--- config.mk ---
export PLATFORM = sky130hd
export DESIGN_NAME = multicycle_control
export DESIGN_NICKNAME = d
export VERILOG_FILES = /design/src/rtl/multicycle_control.sv
export SDC_FILE = /design/constraint.sdc
export NUM_CORES = 1
export LEC_CHECK = 0
export ABC_AREA = 1
export CORE_MARGIN = 3
export CORE_UTILIZATION = 37
export CTS_BUF_LIST = sky130_fd_sc_hd__clkbuf_8
export CTS_CLUSTER_DIAMETER = 30
export CTS_CLUSTER_SIZE = 14
export DETAILED_ROUTE_END_ITERATION = 12
export PLACE_DENSITY_LB_ADDON = 0.25
export SLEW_MARGIN = 15
export SYNTH_ARGS = -nofsm -noshare
export SYNTH_HDL_FRONTEND = slang
export SYNTH_SLANG_ARGS = --single-unit
--- constraint.sdc ---
create_clock -name i_clk -period 1.2 [get_ports i_clk]
set_clock_uncertainty 0.05 [all_clocks]
set_input_delay 0.18 -clock i_clk [delete_from_list [all_inputs] [get_ports i_clk]]
set_output_delay 0.18 -clock i_clk [all_outputs]
set_load 0.05 [all_outputs]
--- src/rtl/multicycle_control.sv ---
// ---------------------------------------------------------------------------
// multicycle_control
//   Main control FSM for a multicycle RV32I datapath (lw, sw, R-type,
//   I-type ALU, beq and jal). It is a Moore machine. The only exceptions are
//   o_immSrc, which is decoded combinationally from the opcode, and o_pcWrite
//   in BEQ, which follows the ALU zero flag.
//
//   Optional feature: define MULTICYCLE_CONTROL_BNE_EN to make the BEQ state
//   also serve bne. The branch is taken on zero for funct3=000, on not-zero
//   for funct3=001, and never for any other funct3.
//
// Ports
//   i_clk         clock; state updates on the rising edge
//   i_arst_n      asynchronous active-low reset
//   i_op          opcode from the instruction register
//   i_funct3      IR[14:12]
//   i_funct7b5    IR[30]
//   i_zeroFlag    ALU zero flag, valid in the same cycle as o_aluOp
//   o_aluOp       ALU operation (ADD=0, SUB=1, AND=2, OR=3, XOR=4, SLT=5)
//   o_aluSrcA     00 PC, 01 oldPC, 10 rs1
//   o_aluSrcB     00 rs2, 01 immediate, 10 constant 4
//   o_resultSrc   00 ALUOut, 01 memory data, 10 ALU result
//   o_adrSrc      memory address select: 0 PC, 1 result
//   o_immSrc      immediate format: 00 I, 01 S, 10 B, 11 J
//   o_pcWrite, o_irWrite, o_regWrite, o_memWrite   write strobes
// ---------------------------------------------------------------------------
module multicycle_control (
   input  logic       i_clk,
   input  logic       i_arst_n,
   input  logic [6:0] i_op,
   input  logic [2:0] i_funct3,
   input  logic       i_funct7b5,
   input  logic       i_zeroFlag,
   output logic [3:0] o_aluOp,
   output logic [1:0] o_aluSrcA,
   output logic [1:0] o_aluSrcB,
   output logic [1:0] o_resultSrc,
   output logic       o_adrSrc,
   output logic [1:0] o_immSrc,
   output logic       o_pcWrite,
   output logic       o_irWrite,
   output logic       o_regWrite,
   output logic       o_memWrite
);

   localparam logic [3:0] ALU_ADD = 4'd0;
   localparam logic [3:0] ALU_SUB = 4'd1;
   localparam logic [3:0] ALU_AND = 4'd2;
   localparam logic [3:0] ALU_OR  = 4'd3;
   localparam logic [3:0] ALU_XOR = 4'd4;
   localparam logic [3:0] ALU_SLT = 4'd5;

   localparam logic [6:0] OP_LOAD  = 7'b0000011;
   localparam logic [6:0] OP_STORE = 7'b0100011;
   localparam logic [6:0] OP_RTYPE = 7'b0110011;
   localparam logic [6:0] OP_ITYPE = 7'b0010011;
   localparam logic [6:0] OP_BRANCH = 7'b1100011;
   localparam logic [6:0] OP_JAL   = 7'b1101111;

   typedef enum logic [3:0] {
      S_FETCH, S_DECODE, S_MEMADR, S_MEMREAD, S_MEMWB, S_MEMWRITE,
      S_EXECUTER, S_EXECUTEI, S_ALUWB, S_BEQ, S_JAL
   } state_t;

   state_t state_q, state_d;

   logic pc_write, ir_write, reg_write, mem_write;
   logic br_take;

   // SUB is only meaningful for register-register ops: addi has no funct7,
   // so IR[30] belongs to the immediate there and must be ignored.
   function automatic logic [3:0] alu_decode(input logic [2:0] f3, input logic sub_ok);
      case (f3)
         3'b000:  alu_decode = sub_ok ? ALU_SUB : ALU_ADD;
         3'b010:  alu_decode = ALU_SLT;
         3'b100:  alu_decode = ALU_XOR;
         3'b110:  alu_decode = ALU_OR;
         3'b111:  alu_decode = ALU_AND;
         default: alu_decode = ALU_ADD;
      endcase
   endfunction

   always_ff @(posedge i_clk or negedge i_arst_n) begin
      if (!i_arst_n) state_q <= S_FETCH;
      else           state_q <= state_d;
   end

   always_comb begin
`ifdef MULTICYCLE_CONTROL_BNE_EN
      case (i_funct3)
         3'b000:  br_take = i_zeroFlag;
         3'b001:  br_take = ~i_zeroFlag;
         default: br_take = 1'b0;
      endcase
`else
      br_take = i_zeroFlag;
`endif
   end

   always_comb begin
      case (i_op)
         OP_STORE:  o_immSrc = 2'b01;
         OP_BRANCH: o_immSrc = 2'b10;
         OP_JAL:    o_immSrc = 2'b11;
         default:   o_immSrc = 2'b00;
      endcase
   end

   always_comb begin
      state_d     = S_FETCH;
      o_aluOp     = ALU_ADD;
      o_aluSrcA   = 2'b00;
      o_aluSrcB   = 2'b00;
      o_resultSrc = 2'b00;
      o_adrSrc    = 1'b0;
      pc_write    = 1'b0;
      ir_write    = 1'b0;
      reg_write   = 1'b0;
      mem_write   = 1'b0;
      case (state_q)
         S_FETCH: begin
            ir_write    = 1'b1;
            o_aluSrcB   = 2'b10;
            o_resultSrc = 2'b10;
            pc_write    = 1'b1;
            state_d     = S_DECODE;
         end
         S_DECODE: begin
            // Branch/jump target PC+imm is formed here while the opcode is decoded.
            o_aluSrcA = 2'b01;
            o_aluSrcB = 2'b01;
            case (i_op)
               OP_LOAD, OP_STORE: state_d = S_MEMADR;
               OP_RTYPE:          state_d = S_EXECUTER;
               OP_ITYPE:          state_d = S_EXECUTEI;
               OP_BRANCH:         state_d = S_BEQ;
               OP_JAL:            state_d = S_JAL;
               default:           state_d = S_FETCH;
            endcase
         end
         S_MEMADR: begin
            o_aluSrcA = 2'b10;
            o_aluSrcB = 2'b01;
            state_d   = (i_op == OP_LOAD) ? S_MEMREAD : S_MEMWRITE;
         end
         S_MEMREAD: begin
            o_adrSrc = 1'b1;
            state_d  = S_MEMWB;
         end
         S_MEMWB: begin
            o_resultSrc = 2'b01;
            reg_write   = 1'b1;
         end
         S_MEMWRITE: begin
            o_adrSrc  = 1'b1;
            mem_write = 1'b1;
         end
         S_EXECUTER: begin
            o_aluSrcA = 2'b10;
            o_aluOp   = alu_decode(i_funct3, i_funct7b5);
            state_d   = S_ALUWB;
         end
         S_EXECUTEI: begin
            o_aluSrcA = 2'b10;
            o_aluSrcB = 2'b01;
            o_aluOp   = alu_decode(i_funct3, 1'b0);
            state_d   = S_ALUWB;
         end
         S_ALUWB: begin
            reg_write = 1'b1;
         end
         S_BEQ: begin
            o_aluSrcA = 2'b10;
            o_aluOp   = ALU_SUB;
            pc_write  = br_take;
         end
         S_JAL: begin
            // PC <= oldPC+imm (from ALUOut); this cycle forms rd = oldPC+4.
            o_aluSrcA = 2'b01;
            o_aluSrcB = 2'b10;
            pc_write  = 1'b1;
            state_d   = S_ALUWB;
         end
         default: state_d = S_FETCH;
      endcase
   end

   // Reset holds state at FETCH, but FETCH's strobes must stay quiet until release.
   assign o_pcWrite  = pc_write  & i_arst_n;
   assign o_irWrite  = ir_write  & i_arst_n;
   assign o_regWrite = reg_write & i_arst_n;
   assign o_memWrite = mem_write & i_arst_n;

endmodule

==> results of run 1 <==
==> through the flow <==
step / worst slack [ps] / setup TNS, ps / cell area [um^2] / instances / hold WS (ps)
after floorplan: -226 / -1280 / 632 / 99 / -166
after global placement: -341 / -2970 / 1260 / 163 / 426
==> kinds of logic after synthesis <==
kind of cell           Yosys count  share of synthesized area [%]
AO/OA/AOI/OAI                    4                           3.97
buffers and inverters           20                           15.6
flip-flops                       4                           19.9
other                            1                          0.744
AND/OR/NAND/NOR                 70                           59.8
==> impl_metrics.py, run 1 <==
metrics = {
    "outcome": {
        "status": "aborted with a tool error",
        "lastStage": "detailed placement",
        "first-error": "[ERROR DPL-0038] Utilization greater than 100%, impossible to legalize",
    },
    "logic_synthesis": {
        "avgSynthCellArea_um2": 5.09,
        "ys_top_cells_by_area": "nand2_1 27%, dfrtp_1 20%, inv_1 13%",
        "synth_ff_type": "dfrtp_1",
        "ys_seq_area_share_pct": 19.9,
        "ys_warn_count": 0,
        "yosys.area.top_type_share_pct": 26.8,
        "syn_inst": 99,
        "syn-cell-area_um2": 504,
        "synth_edf_count": 0,
        "yosysMostFrequentCell": "nand2_1",
        "synthDistinctLibCells": 16,
        "yosys.area.top_type": "nand2_1",
        "async_flop_share_pct": 100,
        "synth_common_cells": "36 x nand2_1, 18 x inv_1, 17 x nor2_1, 7 x nand3_1, 4 x dfrtp_1",
        "synth-seq-cells": 4,
        "syn_nets": 113,
    },
    "floorplan": {
        "die_h_um": 42.9,
        "fp-row-count": 12,
        "die_x_um": 42.9,
        "initial_core_util_pct": 42.5,
        "ios": 31,
    },
    "place": {
        "io_buffers": 29,
        "gp_congestion": 0.766,
    },
}
==> run 2: changes to the inputs <==
CORE_AREA = 3 3 64 66   (was default)
CORE_MARGIN = default   (was 3)
CORE_UTILIZATION = default   (was 37)
CTS_BUF_LIST = default   (was sky130_fd_sc_hd__clkbuf_8)
CTS_CLUSTER_DIAMETER = default   (was 30)
CTS_CLUSTER_SIZE = default   (was 14)
DIE_AREA = 0 0 67 69   (was default)
PLACE_DENSITY_LB_ADDON = 0.15   (was 0.25)
==> impl_metrics.py, run 2 <==
metrics = {
    "outcome": {
        "status": "complete, but fails checks",
        "violations": "negative setup slack",
    },
    "cts": {
        "cts_tree": "done",
        "cts_buffer_depth": 2,
        "htreeDepth": 1,
        "clk_pin_slew_worst_paths_ps": 30,
        "postCtsHoldBufs": 0,
        "clk_latency_ps": 220,
        "cts_made_buffers": 3,
        "clock-sinks": 4,
        "root_buffer": "clkbuf_8",
    },
    "drt": {
        "wl_per_cell_um": 9.63,
        "drc": 0,
        "routed_wl_um": 2030,
        "dr.first_iter.drc_count": 13,
        "postRouteAntennaNets": 0,
        "firstDrtPassIters": 3,
        "route.vias.total": 802,
        "viasPerCell": 3.80,
    },
    "pwr": {
        "power.density_nw_per_um2": 1320,
        "leakage_uw": 0.000806,
        "ir_worst_vdd_uv": 336,
    },
    "floorplan": {
        "initial_core_util_pct": 13.9,
        "die_h_um": 69,
        "die_x_um": 67,
        "fp-row-count": 22,
        "core_um2": 3630,
        "dieArea_um2": 4620,
        "ios": 31,
    },
    "sta": {
        "maxSlewViolCount": 0,
        "timing.final.ws_setup_ps": -393,
        "tns_ps": -4610,
        "grt_setup_unrepaired": "yes",
        "finalCritPeriodShare_pct": 133,
        "setup_viol": 15,
        "finalHoldViolations": 0,
        "max_freq_mhz": 628,
        "min_period_ps": 1590,
    },
    "layout": {
        "final_cell_area_um2": 1580,
        "final_cell_mix": "26 x buf_4, 18 x nand2_1, 16 x buf_12",
        "top_register": "state_q",
        "final_cells": 211,
        "fillCellCount": 378,
        "syn2layout_area_growth_pct": 214,
        "largest_reg_flops": 4,
        "drive_above_1_share_pct": 74.2,
        "antenna_cells": 0,
        "nNetsFinal": 179,
        "reg_top3": "state_q (4)",
        "fin_util_pct": 43.6,
        "layout_commonest_cell": "buf_4",
    },
    "logic_synthesis": {
        "synth_ff_type": "dfrtp_1",
        "ys_top_cells_by_area": "nand2_1 27%, dfrtp_1 20%, inv_1 13%",
        "yosysMostFrequentCell": "nand2_1",
        "syn_nets": 113,
        "ys_seq_area_share_pct": 19.9,
        "synthDistinctLibCells": 16,
        "synth_common_cells": "36 x nand2_1, 18 x inv_1, 17 x nor2_1, 7 x nand3_1, 4 x dfrtp_1",
        "syn-cell-area_um2": 504,
        "avgSynthCellArea_um2": 5.09,
        "synth-seq-cells": 4,
        "yosys.area.top_type_share_pct": 26.8,
        "syn_inst": 99,
        "async_flop_share_pct": 100,
        "synth_edf_count": 0,
        "yosys.area.top_type": "nand2_1",
        "ys_warn_count": 0,
    },
    "global_route": {
        "antenna_found_initial": 0,
        "grt_remaining_overflow": 0,
        "grt_max_degree": 7,
        "grt_pass1_wl_um": 3380,
        "grt.total_usage_pct": 9.07,
        "grt_pass1_vias": 856,
    },
    "setup_path": {
        "critPathLaunchType": "flip-flop",
        "cp_top_family": "flip-flops",
        "path_cells": "inv_4, buf_4, nor3_4, nand2_2, nand3_4, buf_12",
        "critPathBufInv": 3,
        "critPathMaxStageDelay_ps": 410,
        "cpMaxStageDelayCell": "dfrtp_2",
        "critPathArrivalTime_ps": 1360,
        "critPathLaunch": "state_q[1]",
        "critPathMaxFanout": 4,
        "endpoint_kind": "primary output",
        "regToRegStartpoint": "state_q[3]",
        "worst-setup-path-type": "flip-flop to primary output",
        "cp.required_ps": 970,
    },
    "place": {
        "io_buffers": 29,
        "dp_cells": 197,
        "gp_congestion": 0.709,
        "place_hpwl_um": 1610,
        "dpl_cell_area_um2": 1300,
        "pre_cts_ws_ps": -406,
    },
    "run": {
        "cap_violations": 0,
    },
    "min_path": {
        "hp-class": "input pin to async pin",
    },
}
==> run 2: repair_timing <==
item / 4_1_cts / 5_1_grt
pin swaps: 17 / 17
buffers inserted: 6 / 6
endpoints found under the setup margin: 19 / 20
resized for setup: 58 / 25
==> run 2: final timing paths <==
kind	end	slack [ps]	depth (start not counted)
worst max-delay path	o_aluOp[0]	-390	6
worst min-delay path	state_q[2]	200	2
worst max register to register	state_q[3]	-30	7
worst min register to register	state_q[0]	600	3
max in group asynchronous	state_q[1]	780	2
min in group i_clk	state_q[2]	290	4
==> run 2: layout make-up <==
| type | instances | area [um^2] | share of cell area, % |
|---|---|---|---|
| Timing Repair Buffer | 62 | 694 | 43.9 |
| Multi-Input combinational cell | 75 | 604 | 38.2 |
| Sequential cell | 4 | 104 | 6.56 |
| Inverter | 19 | 78.8 | 4.98 |
| Tap cell | 48 | 60.1 | 3.79 |
| Clock buffer | 3 | 41.3 | 2.61 |
==> run 2: logic make-up after synthesis <==
logic type             Yosys count  synth area share (%)
AOI/OAI and AO/OA                4                  3.97
buffers and inverters           20                  15.6
DFF                              4                  19.9
other                            1                 0.744
and+or+nand+nor                 70                  59.8
==> run 2: worst register-to-register path, cell delays in order (launching register included) <==
cell and delay, ps:
dfrtp_1 410, inv_2 120, nand2_4 80, inv_4 80, nand2_4 80, buf_4 150
and2_0 130, nand2_1 70
==> run 2: layer usage <==
| metal | track usage, % | vias up | routed length (um) |
|---|---|---|---|
| li1 | - | 422 | - |
| met1 | 9.41 | 354 | 732 |
| met2 | 17.4 | 23 | 1160 |
| met3 | 1.95 | 3 | 121 |
| met4 | 2.70 | 0 | 19 |
| met5 | 0 | - | 0 |
==> run 2: where the power goes <==
| part | total, uW | switching [uW] | internal (uW) |
|---|---|---|---|
| Sequential | 220 | 58.9 | 161 |
| Combinational | 1590 | 844 | 743 |
| Clock | 277 | 64.0 | 213 |
| Total | 2080 | 967 | 1120 |
==> run 2: stage by stage <==
step,total power (uW),hold slack (ps)
floorplan,892,-166
CTS,2010,205
finish,2080,204
detailed placement,1610,434
global placement,1610,448
global route,2190,223
Power figures use the tool's default switching activity.
==> run 3: changes to the inputs <==
ABC_CLOCK_PERIOD_IN_PS = 1200   (was default)
==> results of run 3 <==
Final layout, timing and power as in run 2 (identical DEF).
